### config.mk
export PLATFORM = sky130hd
export DESIGN_NAME = score_lives_controller_flat
export DESIGN_NICKNAME = d
export VERILOG_FILES = /design/src/rtl/game_pkg.sv /design/src/rtl/score_lives_controller_if.sv /design/src/rtl/score_lives_controller_bcd_add5.sv /design/src/rtl/score_lives_controller.sv /design/src/flat_wrapper.sv
export SDC_FILE = /design/constraint.sdc
export NUM_CORES = 1
export LEC_CHECK = 0
export CAP_MARGIN = 40
export CELL_PAD_IN_SITES_DETAIL_PLACEMENT = 0
export CELL_PAD_IN_SITES_GLOBAL_PLACEMENT = 1
export CORE_AREA = 2 2 114 94
export DETAILED_ROUTE_END_ITERATION = 8
export DIE_AREA = 0 0 116 96
export PLACE_DENSITY = 0.59
export SYNTH_ARGS = -nofsm -noshare
export SYNTH_HDL_FRONTEND = slang
export SYNTH_SLANG_ARGS = --single-unit
### constraint.sdc
create_clock -name clk -period 14.9 [get_ports clk]
set_clock_uncertainty 0.1 [all_clocks]
set_input_delay 2.98 -clock clk [delete_from_list [all_inputs] [get_ports clk]]
set_output_delay 2.98 -clock clk [all_outputs]
set_load 0.02 [all_outputs]
### src/rtl/game_pkg.sv
// Shared game types and constants for the score/lives logic and the display block.
// Scores are kept as NUM_DIGITS packed BCD digits, most significant digit in the top nibble.
package game_pkg;

    typedef enum logic [1:0] {
        PLAY,
        DYING,
        RESPAWN,
        GAME_OVER
    } t_life_state;

    typedef logic [3:0] bcd_t;

    localparam int unsigned NUM_DIGITS      = 5;
    localparam int unsigned SCORE_W         = 4 * NUM_DIGITS;
    localparam int unsigned GOLD_POINTS_DEF = 500;
    localparam int unsigned ALIEN_POINTS_DEF = 250;
    localparam int unsigned BONUS_EVERY_DEF = 20000;

    // Elaboration-time helper: binary constant to packed BCD.
    function automatic logic [SCORE_W-1:0] to_bcd(input int unsigned value);
        logic [SCORE_W-1:0] r;
        int unsigned        v;
        r = '0;
        v = value;
        for (int unsigned i = 0; i < NUM_DIGITS; i++) begin
            r[4*i +: 4] = bcd_t'(v % 10);
            v = v / 10;
        end
        return r;
    endfunction

endpackage

### src/rtl/score_lives_controller_if.sv
// Event/display bundle between the game controller (master) and score_lives_controller (slave).
interface score_lives_controller_if;
    import game_pkg::*;

    logic               startOfFrame;
    logic               player_eat_gold_1;
    logic               player_died;
    logic               alien_died_a;
    logic               restart;
    logic [SCORE_W-1:0] score_bcd;
    logic [2:0]         lives;
    logic               player_freeze;
    logic               respawn;
    logic               game_over;

    modport master (
        output startOfFrame, player_eat_gold_1, player_died, alien_died_a, restart,
        input  score_bcd, lives, player_freeze, respawn, game_over
    );

    modport slave (
        input  startOfFrame, player_eat_gold_1, player_died, alien_died_a, restart,
        output score_bcd, lives, player_freeze, respawn, game_over
    );

endinterface

### src/rtl/score_lives_controller_bcd_add5.sv
// Combinational 5-digit BCD adder; a carry out of the top digit saturates the result at all nines.
module bcd_add5
    import game_pkg::*;
(
    input  logic [SCORE_W-1:0] a,
    input  logic [SCORE_W-1:0] b,
    output logic [SCORE_W-1:0] sum
);

    logic [SCORE_W-1:0] raw;
    logic [4:0]         dsum;
    logic               c;

    always_comb begin
        raw  = '0;
        dsum = '0;
        c    = 1'b0;
        for (int unsigned i = 0; i < NUM_DIGITS; i++) begin
            dsum = {1'b0, a[4*i +: 4]} + {1'b0, b[4*i +: 4]} + {4'b0, c};
            if (dsum > 5'd9) begin
                raw[4*i +: 4] = 4'(dsum - 5'd10);
                c             = 1'b1;
            end else begin
                raw[4*i +: 4] = dsum[3:0];
                c             = 1'b0;
            end
        end
        sum = c ? {NUM_DIGITS{4'h9}} : raw;
    end

endmodule

### src/rtl/score_lives_controller.sv
// Folds pixel-level collision events into one event per kind per frame, and runs the BCD score,
// lives counter and play/dying/respawn/game-over sequence that drives freeze and respawn.
module score_lives_controller
    import game_pkg::*;
#(
    parameter int unsigned INIT_LIVES   = 3,
    parameter int unsigned MAX_LIVES    = 7,
    parameter int unsigned GOLD_POINTS  = GOLD_POINTS_DEF,
    parameter int unsigned ALIEN_POINTS = ALIEN_POINTS_DEF,
    parameter int unsigned DEATH_FRAMES = 60,
    parameter int unsigned BONUS_EVERY  = BONUS_EVERY_DEF
) (
    input logic                     clk,
    input logic                     resetN,
    score_lives_controller_if.slave bus
);

    localparam logic [SCORE_W-1:0] GOLD_BCD  = to_bcd(GOLD_POINTS);
    localparam logic [SCORE_W-1:0] ALIEN_BCD = to_bcd(ALIEN_POINTS);
    localparam logic [SCORE_W-1:0] BOTH_BCD  = to_bcd(GOLD_POINTS + ALIEN_POINTS);
    localparam logic [2:0]         INIT_L    = 3'(INIT_LIVES);
    localparam logic [2:0]         MAX_L     = 3'(MAX_LIVES);
    localparam int unsigned N_THRESH =
        (BONUS_EVERY != 0) ? 99999 / ((BONUS_EVERY == 0) ? 1 : BONUS_EVERY) : 0;

    t_life_state        state;
    logic               gold_f, died_f, kill_f;
    logic [7:0]         frame_cnt;
    logic               death_had_life;
    logic [SCORE_W-1:0] score, operand, score_sum;
    logic [2:0]         lives, lives_bonus, lives_play;
    logic               freeze_r, respawn_r, game_over_r;
    logic [N_THRESH:0]  crossed;
    logic               bonus_hit;

    bcd_add5 u_add (
        .a   (score),
        .b   (operand),
        .sum (score_sum)
    );

    always_comb begin
        operand = '0;
        unique case ({gold_f, kill_f})
            2'b11:   operand = BOTH_BCD;
            2'b10:   operand = GOLD_BCD;
            2'b01:   operand = ALIEN_BCD;
            default: operand = '0;
        endcase
    end

    // Thresholds are multiples of 1000, so comparing the top two BCD digits is exact.
    assign crossed[0] = 1'b0;
    for (genvar k = 1; k <= N_THRESH; k++) begin : g_bonus
        localparam logic [SCORE_W-1:0] THRESH = to_bcd(k * BONUS_EVERY);
        assign crossed[k] = (score[SCORE_W-1 -: 8] < THRESH[SCORE_W-1 -: 8]) &&
                            (score_sum[SCORE_W-1 -: 8] >= THRESH[SCORE_W-1 -: 8]);
    end
    assign bonus_hit = |crossed;

    always_comb begin
        lives_bonus = (bonus_hit && (lives < MAX_L)) ? lives + 3'd1 : lives;
        lives_play  = lives_bonus;
        if (died_f) begin
            lives_play = (lives_bonus != '0) ? lives_bonus - 3'd1 : '0;
        end
    end

    always_ff @(posedge clk or negedge resetN) begin
        if (!resetN) begin
            state          <= PLAY;
            score          <= '0;
            lives          <= INIT_L;
            gold_f         <= 1'b0;
            died_f         <= 1'b0;
            kill_f         <= 1'b0;
            frame_cnt      <= '0;
            death_had_life <= 1'b0;
            freeze_r       <= 1'b0;
            respawn_r      <= 1'b0;
            game_over_r    <= 1'b0;
        end else begin
            respawn_r <= 1'b0;

            // The snapshot below reads the old flags; an input on the frame clk re-arms them.
            if (state == RESPAWN) begin
                {gold_f, died_f, kill_f} <= '0;
            end else if (bus.startOfFrame) begin
                gold_f <= bus.player_eat_gold_1;
                died_f <= bus.player_died;
                kill_f <= bus.alien_died_a;
            end else begin
                gold_f <= gold_f | bus.player_eat_gold_1;
                died_f <= died_f | bus.player_died;
                kill_f <= kill_f | bus.alien_died_a;
            end

            unique case (state)
                PLAY: begin
                    if (bus.startOfFrame) begin
                        score <= score_sum;
                        lives <= lives_play;
                        if (died_f) begin
                            frame_cnt      <= 8'(DEATH_FRAMES);
                            death_had_life <= (lives_bonus != '0);
                            state          <= DYING;
                            freeze_r       <= 1'b1;
                        end
                    end
                end
                DYING: begin
                    if (bus.startOfFrame) begin
                        if (frame_cnt == 8'd1) begin
                            frame_cnt <= '0;
                            if (death_had_life) begin
                                state     <= RESPAWN;
                                respawn_r <= 1'b1;
                                freeze_r  <= 1'b0;
                            end else begin
                                state       <= GAME_OVER;
                                game_over_r <= 1'b1;
                            end
                        end else begin
                            frame_cnt <= frame_cnt - 8'd1;
                        end
                    end
                end
                RESPAWN: begin
                    state <= PLAY;
                end
                GAME_OVER: begin
                    if (bus.restart) begin
                        score       <= '0;
                        lives       <= INIT_L;
                        state       <= RESPAWN;
                        respawn_r   <= 1'b1;
                        freeze_r    <= 1'b0;
                        game_over_r <= 1'b0;
                    end
                end
                default: state <= PLAY;
            endcase
        end
    end

    assign bus.score_bcd     = score;
    assign bus.lives         = lives;
    assign bus.player_freeze = freeze_r;
    assign bus.respawn       = respawn_r;
    assign bus.game_over     = game_over_r;

endmodule
### src/flat_wrapper.sv
// flat-port wrapper written by rule: the top's interface ports become plain ports
module score_lives_controller_flat import game_pkg::*;
#(
    parameter int unsigned INIT_LIVES   = 3,
    parameter int unsigned MAX_LIVES    = 7,
    parameter int unsigned GOLD_POINTS  = GOLD_POINTS_DEF,
    parameter int unsigned ALIEN_POINTS = ALIEN_POINTS_DEF,
    parameter int unsigned DEATH_FRAMES = 60,
    parameter int unsigned BONUS_EVERY  = BONUS_EVERY_DEF
)
  (clk, resetN, bus_startOfFrame, bus_player_eat_gold_1, bus_player_died, bus_alien_died_a, bus_restart, bus_score_bcd, bus_lives, bus_player_freeze, bus_respawn, bus_game_over);
  score_lives_controller_if bus_i ();
  input logic clk;
  input logic resetN;
  input wire logic [$bits(bus_i.startOfFrame)-1:0] bus_startOfFrame;
  input wire logic [$bits(bus_i.player_eat_gold_1)-1:0] bus_player_eat_gold_1;
  input wire logic [$bits(bus_i.player_died)-1:0] bus_player_died;
  input wire logic [$bits(bus_i.alien_died_a)-1:0] bus_alien_died_a;
  input wire logic [$bits(bus_i.restart)-1:0] bus_restart;
  output wire logic [$bits(bus_i.score_bcd)-1:0] bus_score_bcd;
  output wire logic [$bits(bus_i.lives)-1:0] bus_lives;
  output wire logic [$bits(bus_i.player_freeze)-1:0] bus_player_freeze;
  output wire logic [$bits(bus_i.respawn)-1:0] bus_respawn;
  output wire logic [$bits(bus_i.game_over)-1:0] bus_game_over;
  assign bus_i.startOfFrame = bus_startOfFrame;
  assign bus_i.player_eat_gold_1 = bus_player_eat_gold_1;
  assign bus_i.player_died = bus_player_died;
  assign bus_i.alien_died_a = bus_alien_died_a;
  assign bus_i.restart = bus_restart;
  assign bus_score_bcd = bus_i.score_bcd;
  assign bus_lives = bus_i.lives;
  assign bus_player_freeze = bus_i.player_freeze;
  assign bus_respawn = bus_i.respawn;
  assign bus_game_over = bus_i.game_over;
  score_lives_controller #(.INIT_LIVES(INIT_LIVES), .MAX_LIVES(MAX_LIVES), .GOLD_POINTS(GOLD_POINTS), .ALIEN_POINTS(ALIEN_POINTS), .DEATH_FRAMES(DEATH_FRAMES), .BONUS_EVERY(BONUS_EVERY)) u_core (.clk(clk), .resetN(resetN), .bus(bus_i));
endmodule
==> results of run 1 <==
## worst max path at each step
stage	from	endpoint	slack, ns	depth (start not counted)
2_1_floorplan	u_core.bus.score_bcd[1]$_DFFE_PN0P_	u_core.bus.lives[2]$_DFFE_PN0P_	8.12	31
4_1_cts	u_core.bus.score_bcd[1]$_DFFE_PN0P_	u_core.bus.score_bcd[1]$_DFFE_PN0P_	7.53	32
6_report	u_core.bus.score_bcd[1]$_DFFE_PN0P_	u_core.bus.score_bcd[1]$_DFFE_PN0P_	7.55	32
3_3_place_gp	u_core.bus.score_bcd[1]$_DFFE_PN0P_	u_core.bus.score_bcd[2]$_DFFE_PN0P_	7.76	32
3_5_place_dp	u_core.bus.score_bcd[1]$_DFFE_PN0P_	u_core.bus.score_bcd[1]$_DFFE_PN0P_	7.56	32
5_1_grt	u_core.bus.score_bcd[1]$_DFFE_PN0P_	u_core.bus.score_bcd[2]$_DFFE_PN0P_	6.88	32
## through the flow
step | power, mW | util, % | hold slack, ns
5_1_grt | 0.897 | 35.7 | 0.435
2_1_floorplan | 0.543 | - | 0.401
3_3_place_gp | 0.684 | 33.7 | 0.397
3_5_place_dp | 0.685 | 33.9 | 0.394
6_report | 0.814 | 35.7 | 0.409
4_1_cts | 0.821 | 35.7 | 0.413
## sequential cells by signal, indices dropped and copies added (netlist names)
signal                    flops
u_core.bus.player_freeze      1
u_core.bus.score_bcd         20
u_core.frame_cnt              8
u_core.bus.respawn            1
u_core.bus.game_over          1
u_core.kill_f                 1
u_core.bus.lives              3
u_core.gold_f                 1
u_core.died_f                 1
u_core.death_had_life         1
u_core.state                  2
## metal layers
layer / routed length [µm] / share of wire (%) / global-route usage [%] / vias to the layer above
met4: 33 / 0.46 / 2.08 / 0
met5: 0 / 0 / 0 / -
met3: 201 / 2.8 / 2.33 / 4
met2: 2990 / 41 / 20.2 / 38
li1: - / - / - / 1301
met1: 4020 / 55 / 21.4 / 1222
## cells by family after synthesis
logic type	Yosys count	synth area share, %
simple gates	118	20.0
compound gates	106	24.0
buf+inv	44	5.68
flops	40	34.3
fa+ha+maj	24	11.0
mux	8	2.95
xor+xnor	7	2.09
## worst max-delay path: cells and delay by family (launching register included)
kind	cells	cell delay, ns
buffers and inverters	6	0.60
AOI/OAI and AO/OA	9	2.02
xor gates and xnor gates	1	0.15
and+or+nand+nor	5	0.55
adders and majority gates	10	3.05
DFF	1	0.38
muxes	1	0.39
## cells in the final DEF (no fill, tap or decap), drive strengths merged, types with 3 or more instances in the layout
| cell type | instances |
|---|---|
| o21ai | 31 |
| o211ai | 5 |
| nand2b | 4 |
| a32o | 3 |
| nand2 | 38 |
| dfrtp | 38 |
| nor3 | 12 |
| mux2 | 5 |
| a31o | 3 |
| ha | 21 |
| clkbuf | 7 |
| a21oi | 20 |
| a31oi | 8 |
| buf | 4 |
| o21a | 4 |
| nand3 | 10 |
| nor2 | 21 |
| inv | 26 |
| or3 | 7 |
| a22o | 5 |
| mux2i | 3 |
| clkdlybuf4s50 | 31 |
| and3 | 3 |
| fa | 3 |
| nor2b | 7 |
| a21boi | 4 |
| xnor2 | 6 |
## power by group
group | switching [mW] | total [mW] | internal (mW) | leakage, nW
registers | 0.0468 | 0.197 | 0.150 | 0.494
logic | 0.275 | 0.484 | 0.209 | 0.918
clock network | 0.0444 | 0.133 | 0.0883 | 0.0901
## layout make-up
| cell class | count | share of cell area (%) |
|---|---|---|
| clock buffer | 7 | 4.28 |
| clock inverter | 1 | 0.842 |
| inverter | 26 | 2.73 |
| multi-input combinational | 263 | 49.3 |
| sequential | 40 | 28.1 |
| tap | 140 | 4.91 |
| timing repair buffer | 35 | 9.82 |
==> impl_metrics.csv, run 1 <==
group,metric,value,unit
timing,hold_viol,0,
drt,antenna_violating_nets_post_route,0,
cts,tritoncts_num_sinks,40,
grt,first_pass_grt_wire_length,12.2,mm
cts,clock_tree.buffer_depth,2,
timing,finalWorstSetupSlack,7.55,ns
critical_path,register_to_register_setup_slack,7.55,ns
timing,timing.slew.headroom,60.3,%
hold_path,timing.hold.worst.start,"u_core.bus.score_bcd[8]$_DFFE_PN0P_",
synthesis,ys_seq_elements,40,
synthesis,synthFlopType,"sky130_fd_sc_hd__dfrtp_1",
critical_path,worstSetupPathType,"flip-flop to flip-flop",
timing,rsz0062_at_grt,"no",
cts,numCtsBuffers,5,
cts,post-cts-setup-buffer-count,0,
critical_path,crit_required,14.96,ns
floorplanning,start_util,29.3,%
synthesis,synthDistinctLibCells,61,
synthesis,synth.cell_area,2930,µm²
layout,fillerInstances,1043,
hold_path,min_path_type,"flip-flop to flip-flop",
power_and_ir_drop,p_leak,1.50,nW
timing,finalWorstPathRequiredPeriod,7.35,ns
grt,grt_start_max_net_pins,24,
floorplanning,floorplan.rows,33,
grt,grt_remaining_overflow,0,
drt,total_drc_errors_in_the_routed_layout,0,
timing,tns,0,ns
layout,finalNetCount,402,
synthesis,synth_top_area_share,32.5,%
hold_path,hold_end,"u_core.bus.score_bcd[8]$_DFFE_PN0P_",
timing,maxSlewViolCount,0,
synthesis,yosysSeqAreaShare,34.3,%
synthesis,async_flop_share,100,%
place,port_buffer_count,32,
synthesis,yosys-top-cells-count,"sky130_fd_sc_hd__dfrtp_1, sky130_fd_sc_hd__nand2_1, sky130_fd_sc_hd__o21ai_0, sky130_fd_sc_hd__inv_1",
synthesis,ys_warn_count,0,
critical_path,worst-r2r-cell-count,32,
drt,routed_via_count,2565,
critical_path,endpoint_kind,"flip-flop",
critical_path,critical_path.reg2reg.endpoint,"u_core.bus.score_bcd[1]$_DFFE_PN0P_",
critical_path,critical_path.startpoint_type,"flip-flop",
drt,wl_per_cell,14.2,µm
power_and_ir_drop,peak_supply_drop,72.0,µV
floorplanning,chipHeight,96,µm
place,pre_cts_slack,7.56,ns
floorplanning,floorplan.core_area,9990,µm²
timing,timing_worst_slew_pin_value,0.595,ns
critical_path,critical_path.slowest_cell,"sky130_fd_sc_hd__fa_1",
critical_path,r2r-start,"u_core.bus.score_bcd[1]$_DFFE_PN0P_",
place,routabilityCongestion,0.801,
layout,regArea,1000,µm²
drt,detailedRoute.firstPassIterationCount,4,
critical_path,worst_path_most_repeated_cell,"sky130_fd_sc_hd__ha_1",
grt,grt_util_all_layers,13.8,%
cts,cts_resized,0,
cts,clock_insertion_delay_worst_skew,0.28,ns
cts,clk_pin_slew_worst_setup_hold_paths,0.06,ns
layout,post_layout_nonfiller_instances,512,
drt,routed_via_density,5.01,
critical_path,cp.arrival,7.41,ns
job,drv_cap,0,
power_and_ir_drop,power.density_cell_area,228,nW/µm²
synthesis,yosys-top-cells-area,"sky130_fd_sc_hd__dfrtp_1, sky130_fd_sc_hd__ha_1, sky130_fd_sc_hd__o21ai_0",
floorplanning,dieArea,11100,µm²
cts,post_cts_hold_buffer_count,0,
cts,tritoncts,"done",
layout,final_design_area_no_fill,3570,µm²
layout,area.growth.synth_to_final,21.8,%
place,dpl.cell_count,504,
synthesis,synth.net_count,378,
floorplanning,die_width,116,µm
place,placement.cell_area,3390,µm²
synthesis,synthDominantAreaCellType,"sky130_fd_sc_hd__dfrtp_1",
synthesis,synth_enable_flop_cells,0,
cts,htree_levels,2,
grt,antenna_found_initial,0,
floorplanning,num_io_pins,33,
synthesis,post_synth_inst_count,347,
drt,drtIter0Drc,147,
layout,multi_input_area,1760,µm²
layout,num_antenna_cells,0,
synthesis,post_synth.cell_area_avg,8.44,µm²
layout,layout-drive-gt1-share,7.26,%
grt,first_global_vias,2402,
place,detailed_place_hpwl,5.40,mm
run_status,result_of_the_run,"finished, final reports clean",
hold_path,hold-path-cell-count,1,
critical_path,crit_path_max_fanout,11,
critical_path,cpPeakStageDelay,0.51,ns
drt,routed_wl,7.25,mm
timing,timing.fmax,136,MHz
timing,post-route-period-util,49.3,%
cts,cts_root_buffer,"sky130_fd_sc_hd__clkbuf_16",
timing,report.final.setup_viol,0,
No activity file was read; power rests on OpenSTA's default activity.
==> run 2: changes to the inputs <==
- PLACE_DENSITY: 0.59 -> 0.61
- clock period: 14.9 -> 6.1 ns (I/O delays scaled with it)
==> impl_metrics.csv, run 2 (synthesized netlist as in run 1, its figures left out) <==
group,metric,value,unit
run_status,result_of_the_run,"complete, but fails checks",
critical_path,crit_required,6.20,ns
floorplanning,num_io_pins,33,
power_and_ir_drop,power.density_cell_area,615,nW/µm²
cts,clock_insertion_delay_worst_skew,0.29,ns
critical_path,critical_path.top_delay_family,"adder cells",
critical_path,crit_path_start,"u_core.bus.score_bcd[2]$_DFFE_PN0P_",
critical_path,cp_num_cells,31,
layout,multi_input_area,2040,µm²
power_and_ir_drop,p_leak,1.87,nW
timing,finalWorstPathRequiredPeriod,6.25,ns
drt,antenna_violating_nets_post_route,0,
place,detailed_place_hpwl,5.51,mm
timing,maxSlewViolCount,0,
timing,finalWorstSetupSlack,-0.147,ns
layout,final_common_cell,"sky130_fd_sc_hd__buf_4",
grt,grt_util_all_layers,16.1,%
floorplanning,dieArea,11100,µm²
critical_path,endpoint_kind,"flip-flop",
critical_path,critical_path.reg2reg.endpoint,"u_core.bus.lives[1]$_DFFE_PN1P_",
timing,timing.fmax,160,MHz
critical_path,r2r-start,"u_core.bus.score_bcd[2]$_DFFE_PN0P_",
layout,max_reg_flops,20,
critical_path,cpPeakStageDelay,0.45,ns
grt,first_global_vias,2802,
floorplanning,chipHeight,96,µm
layout,finalNetCount,476,
run_status,failing_checks,"setup timing",
place,routabilityCongestion,0.782,
grt,first_pass_grt_wire_length,14.0,mm
critical_path,worstSetupEndpoint,"u_core.bus.lives[1]$_DFFE_PN1P_",
layout,fillerInstances,988,
cts,post_cts_hold_buffer_count,0,
place,pre_cts_slack,-0.242,ns
grt,antenna_found_initial,0,
layout,num_antenna_cells,0,
cts,tritoncts,"done",
timing,rsz0062_at_grt,"yes",
cts,numCtsBuffers,5,
critical_path,critical_path.startpoint_type,"flip-flop",
hold_path,min_path_type,"flip-flop to flip-flop",
drt,detailedRoute.firstPassIterationCount,4,
cts,clk_pin_slew_worst_setup_hold_paths,0.07,ns
critical_path,worstSetupPathType,"flip-flop to flip-flop",
layout,regArea,1010,µm²
floorplanning,floorplan.rows,33,
critical_path,critical_path.slowest_cell,"sky130_fd_sc_hd__fa_2",
drt,wl_per_cell,14.7,µm
drt,routed_via_count,2876,
floorplanning,start_util,29.3,%
timing,post-route-period-util,102,%
grt,grt_remaining_overflow,0,
grt,grt_start_max_net_pins,41,
layout,layout-drive-gt1-share,33.6,%
cts,htree_levels,2,
layout,mostFrequentLayoutCells,"sky130_fd_sc_hd__buf_4, sky130_fd_sc_hd__nand2_1, sky130_fd_sc_hd__dfrtp_1",
drt,routed_via_density,4.91,
floorplanning,die_width,116,µm
hold_path,hold-path-cell-count,1,
drt,routed_wl,8.62,mm
timing,hold_viol,0,
job,drv_cap,0,
critical_path,worst-r2r-cell-count,31,
timing,report.final.setup_viol,7,
cts,clock_tree.buffer_depth,2,
place,port_buffer_count,32,
drt,drtIter0Drc,126,
power_and_ir_drop,peak_supply_drop,179,µV
place,dpl.cell_count,539,
floorplanning,floorplan.core_area,9990,µm²
cts,tritoncts_num_sinks,40,
layout,post_layout_nonfiller_instances,586,
drt,total_drc_errors_in_the_routed_layout,0,
cts,cts_root_buffer,"sky130_fd_sc_hd__clkbuf_16",
critical_path,crit_path_max_fanout,4,
timing,timing_worst_slew_pin_value,0.561,ns
critical_path,worst_path_most_repeated_cell,"sky130_fd_sc_hd__ha_4",
critical_path,cp.buffers_inverters,6,
critical_path,register_to_register_setup_slack,-0.15,ns
timing,timing.slew.headroom,62.6,%
critical_path,cp.arrival,6.35,ns
layout,area.growth.synth_to_final,50.8,%
-- run 2: layer usage --
layer	GRT usage, %	up-vias	wire, µm
li1	-	1437	-
met1	22.2	1369	4280
met2	25.0	60	3890
met3	2.58	10	310
met4	6.94	0	135
met5	0	-	0
-- run 2: stage by stage --
stage | hold slack (ns) | utilization, % | power (mW) | TNS (ns) | cell area, µm²
after floorplan | 0.401 | - | 1.39 | -0.576 | 3040
after global placement | 0.394 | 37.4 | 1.88 | -0.595 | 3730
after detailed placement | 0.406 | 37.4 | 1.88 | -1.78 | 3730
after CTS | 0.422 | 42.6 | 2.56 | -0.572 | 4260
after global routing | 0.432 | 44.2 | 2.94 | -5.80 | 4420
final | 0.419 | 44.2 | 2.72 | -0.557 | 4420
-- run 2: cell type report --
type                    instances  area share, %
flip-flops and latches         40           22.8
inverters                      26           2.38
clock buffers                   5           2.83
multi-input cells             263           46.2
well taps                     140           3.97
clock inverters                 3           1.05
repair buffers                109           20.8
-- run 2: power by group --
group / internal [mW] / leakage (nW) / switching, mW
clock: 0.195 / 0.0804 / 0.123
sequential: 0.367 / 0.492 / 0.120
combinational: 1.00 / 1.30 / 0.910
total: 1.56 / 1.87 / 1.15
-- run 2: how the worst min path moves through the flow --
| stage | from | endpoint | slack (ns) |
|---|---|---|---|
| 2_1_floorplan | u_core.kill_f$_DFF_PN0_ | u_core.kill_f$_DFF_PN0_ | 0.40 |
| 3_3_place_gp | u_core.bus.score_bcd[8]$_DFFE_PN0P_ | u_core.bus.score_bcd[8]$_DFFE_PN0P_ | 0.39 |
| 3_5_place_dp | u_core.bus.score_bcd[8]$_DFFE_PN0P_ | u_core.bus.score_bcd[8]$_DFFE_PN0P_ | 0.41 |
| 4_1_cts | u_core.bus.score_bcd[8]$_DFFE_PN0P_ | u_core.bus.score_bcd[8]$_DFFE_PN0P_ | 0.42 |
| 5_1_grt | u_core.bus.score_bcd[8]$_DFFE_PN0P_ | u_core.bus.score_bcd[8]$_DFFE_PN0P_ | 0.43 |
| 6_report | u_core.bus.score_bcd[8]$_DFFE_PN0P_ | u_core.bus.score_bcd[8]$_DFFE_PN0P_ | 0.42 |
-- run 2: timing repair --
action                                  in CTS  in global routing
endpoints found under the hold margin        0                  0
gates resized for setup                     17                 31
buffers inserted                            36                  7
pin swaps                                   15                 19
endpoints found under the setup margin      16                 21
-- run 2: worst reg2reg max path: cells and delay by family, from the launching register on --
family | cells | cell delay [ns]
buffers and inverters | 6 | 0.30
flip-flops | 1 | 0.42
adder cells (fa/ha/maj) | 10 | 2.48
AO/OA/AOI/OAI | 11 | 2.15
AND/OR/NAND/NOR | 4 | 0.70
==> run 3: changes to the inputs <==
- CORE_AREA: 2 2 114 94 -> 3 3 115 95
- CTS_CLUSTER_DIAMETER: unset -> 50
- DIE_AREA: 0 0 116 96 -> 0 0 118 98
- PLACE_DENSITY: 0.61 -> 0.59
- clock period: 6.1 -> 7.9 ns (I/O delays scaled with it)
==> impl_metrics.csv, run 3 (synthesized netlist as in run 1, its figures left out) <==
group,metric,value,unit
run_status,result_of_the_run,"finished, final reports clean",
timing,timing_worst_slew_pin_value,0.559,ns
floorplanning,floorplan.rows,32,
power_and_ir_drop,p_leak,1.49,nW
floorplanning,floorplan.core_area,9730,µm²
hold_path,hold-path-cell-count,1,
floorplanning,dieArea,11600,µm²
layout,num_antenna_cells,0,
timing,final_layout_worst_hold_slack,0.400,ns
hold_path,hold_end,"u_core.bus.player_freeze$_DFFE_PN0P_",
cts,tritoncts,"done",
cts,post_cts_hold_buffer_count,0,
timing,finalWorstPathRequiredPeriod,7.28,ns
drt,detailedRoute.firstPassIterationCount,4,
critical_path,worst-r2r-cell-count,31,
cts,clock_tree.buffer_depth,2,
critical_path,worstSetupPathType,"flip-flop to flip-flop",
layout,multi_input_area,1770,µm²
layout,regArea,1000,µm²
grt,grt_remaining_overflow,0,
job,drv_cap,0,
cts,clock_insertion_delay_worst_skew,0.28,ns
floorplanning,num_io_pins,33,
cts,tritoncts_num_sinks,40,
timing,rsz0062_at_grt,"no",
hold_path,min_path_type,"flip-flop to flip-flop",
layout,fillerInstances,1010,
drt,wl_per_cell,15.0,µm
cts,post-cts-setup-buffer-count,0,
timing,maxSlewViolCount,0,
drt,antenna_violating_nets_post_route,0,
floorplanning,chipHeight,98,µm
timing,timing.slew.headroom,62.7,%
critical_path,endpoint_kind,"flip-flop",
cts,numCtsBuffers,5,
grt,first_pass_grt_wire_length,12.7,mm
critical_path,register_to_register_setup_slack,0.62,ns
layout,layout-drive-gt1-share,7.53,%
place,port_buffer_count,32,
critical_path,crit_required,7.97,ns
critical_path,critical_path.slowest_cell,"sky130_fd_sc_hd__fa_1",
drt,drtIter0Drc,148,
place,placement.cell_area,3380,µm²
layout,finalNetCount,402,
timing,hold_viol,0,
critical_path,worst_path_most_repeated_cell,"sky130_fd_sc_hd__ha_1",
cts,cts_root_buffer,"sky130_fd_sc_hd__clkbuf_16",
critical_path,critical_path.reg2reg.endpoint,"u_core.bus.lives[2]$_DFFE_PN0P_",
place,detailed_place_hpwl,5.67,mm
floorplanning,die_width,118,µm
grt,antenna_found_initial,0,
power_and_ir_drop,peak_supply_drop,130,µV
power_and_ir_drop,power.total,1.53,mW
layout,final_design_area_no_fill,3560,µm²
grt,grt_util_all_layers,13.5,%
critical_path,cpPeakStageDelay,0.52,ns
power_and_ir_drop,power.density_cell_area,431,nW/µm²
critical_path,crit_path_max_fanout,8,
timing,tns,0,ns
critical_path,critical_path.startpoint_type,"flip-flop",
layout,area.growth.synth_to_final,21.4,%
timing,timing.fmax,137,MHz
cts,clk_pin_slew_worst_setup_hold_paths,0.06,ns
grt,grt_start_max_net_pins,32,
layout,mostFrequentLayoutCells,"sky130_fd_sc_hd__nand2_1, sky130_fd_sc_hd__dfrtp_1, sky130_fd_sc_hd__clkdlybuf4s50_1",
hold_path,timing.hold.worst.start,"u_core.bus.player_freeze$_DFFE_PN0P_",
timing,report.final.setup_viol,0,
timing,post-route-period-util,92.2,%
drt,routed_via_count,2534,
cts,htree_levels,2,
floorplanning,start_util,30.1,%
drt,total_drc_errors_in_the_routed_layout,0,
critical_path,cp.arrival,7.36,ns
layout,max_reg_flops,20,
place,routabilityCongestion,0.834,
drt,routed_wl,7.61,mm
drt,routed_via_density,4.99,
grt,first_global_vias,2467,
critical_path,r2r-start,"u_core.bus.score_bcd[1]$_DFFE_PN0P_",
-- run 3: cell count changes in the layout (fill, tap and decap cells not counted), moves of 4 or more --
cell	delta
sky130_fd_sc_hd__inv_1	+7
sky130_fd_sc_hd__ha_1	+7
sky130_fd_sc_hd__o21ai_0	+4
sky130_fd_sc_hd__inv_2	-4
sky130_fd_sc_hd__buf_4	-68
sky130_fd_sc_hd__ha_4	-5
sky130_fd_sc_hd__buf_6	-7
-- run 3: worst max-delay path, delay by kind of cell, from the launching register on --
kind                       cells  cell delay (ns)
xor gates and xnor gates       1             0.16
AOI/OAI and AO/OA             11             2.35
buffers and inverters          5             0.41
DFF                            1             0.38
adders and majority gates     10             3.00
and+or+nand+nor                4             0.76
-- run 3: how the worst max path moves through the flow --
| stage | start | end | slack, ns | depth (start not counted) |
|---|---|---|---|---|
| floorplan | u_core.bus.score_bcd[1]$_DFFE_PN0P_ | u_core.bus.lives[2]$_DFFE_PN0P_ | 1.12 | 31 |
| global placement | u_core.bus.score_bcd[1]$_DFFE_PN0P_ | u_core.death_had_life$_DFFE_PN0P_ | 0.74 | 31 |
| detailed placement | u_core.bus.score_bcd[1]$_DFFE_PN0P_ | u_core.death_had_life$_DFFE_PN0P_ | 0.56 | 31 |
| CTS | u_core.bus.score_bcd[1]$_DFFE_PN0P_ | u_core.death_had_life$_DFFE_PN0P_ | 0.56 | 31 |
| global route | u_core.bus.score_bcd[1]$_DFFE_PN0P_ | u_core.bus.lives[1]$_DFFE_PN1P_ | 0.03 | 31 |
| finish | u_core.bus.score_bcd[1]$_DFFE_PN0P_ | u_core.bus.lives[2]$_DFFE_PN0P_ | 0.62 | 31 |
-- run 3: metal layers --
metal / share of wire [%] / wire length, µm / GRT usage, % / vias up
met1: 52 / 3930 / 19.2 / 1192
met2: 41 / 3120 / 20.1 / 46
met3: 7.0 / 531 / 4.34 / 2
met4: 0.38 / 29 / 2.97 / 0
met5: 0 / 0 / 0 / -
li1: - / - / - / 1294
-- run 3: power breakdown --
part	total, mW	switching, mW	leakage, nW	internal [mW]
combinational	0.929	0.535	0.920	0.394
clock	0.234	0.0854	0.0808	0.149
sequential	0.370	0.0875	0.494	0.283
-- run 3: cell type report --
class                           count  share of cell area (%)
Clock buffer                        6                    3.62
Tap cell                          136                    4.79
Clock inverter                      2                   0.985
Multi-Input combinational cell    263                    49.8
Inverter                           26                    2.74
Sequential cell                    40                    28.2
Timing Repair Buffer               35                    9.85
-- run 3: timing repair --
item | CTS | global route
setup endpoints to repair | 0 | 2
resized for setup | 0 | 3
hold endpoints to repair | 0 | 0
-- run 3: metrics by stage --
stage / utilization [%] / cells / setup slack (ns)
after floorplan: - / 347 / 1.12
after global placement: 34.5 / 499 / 0.736
after detailed placement: 34.7 / 500 / 0.559
after CTS: 36.4 / 508 / 0.560
after global routing: 36.5 / 508 / 0.0256
final: 36.5 / 508 / 0.619
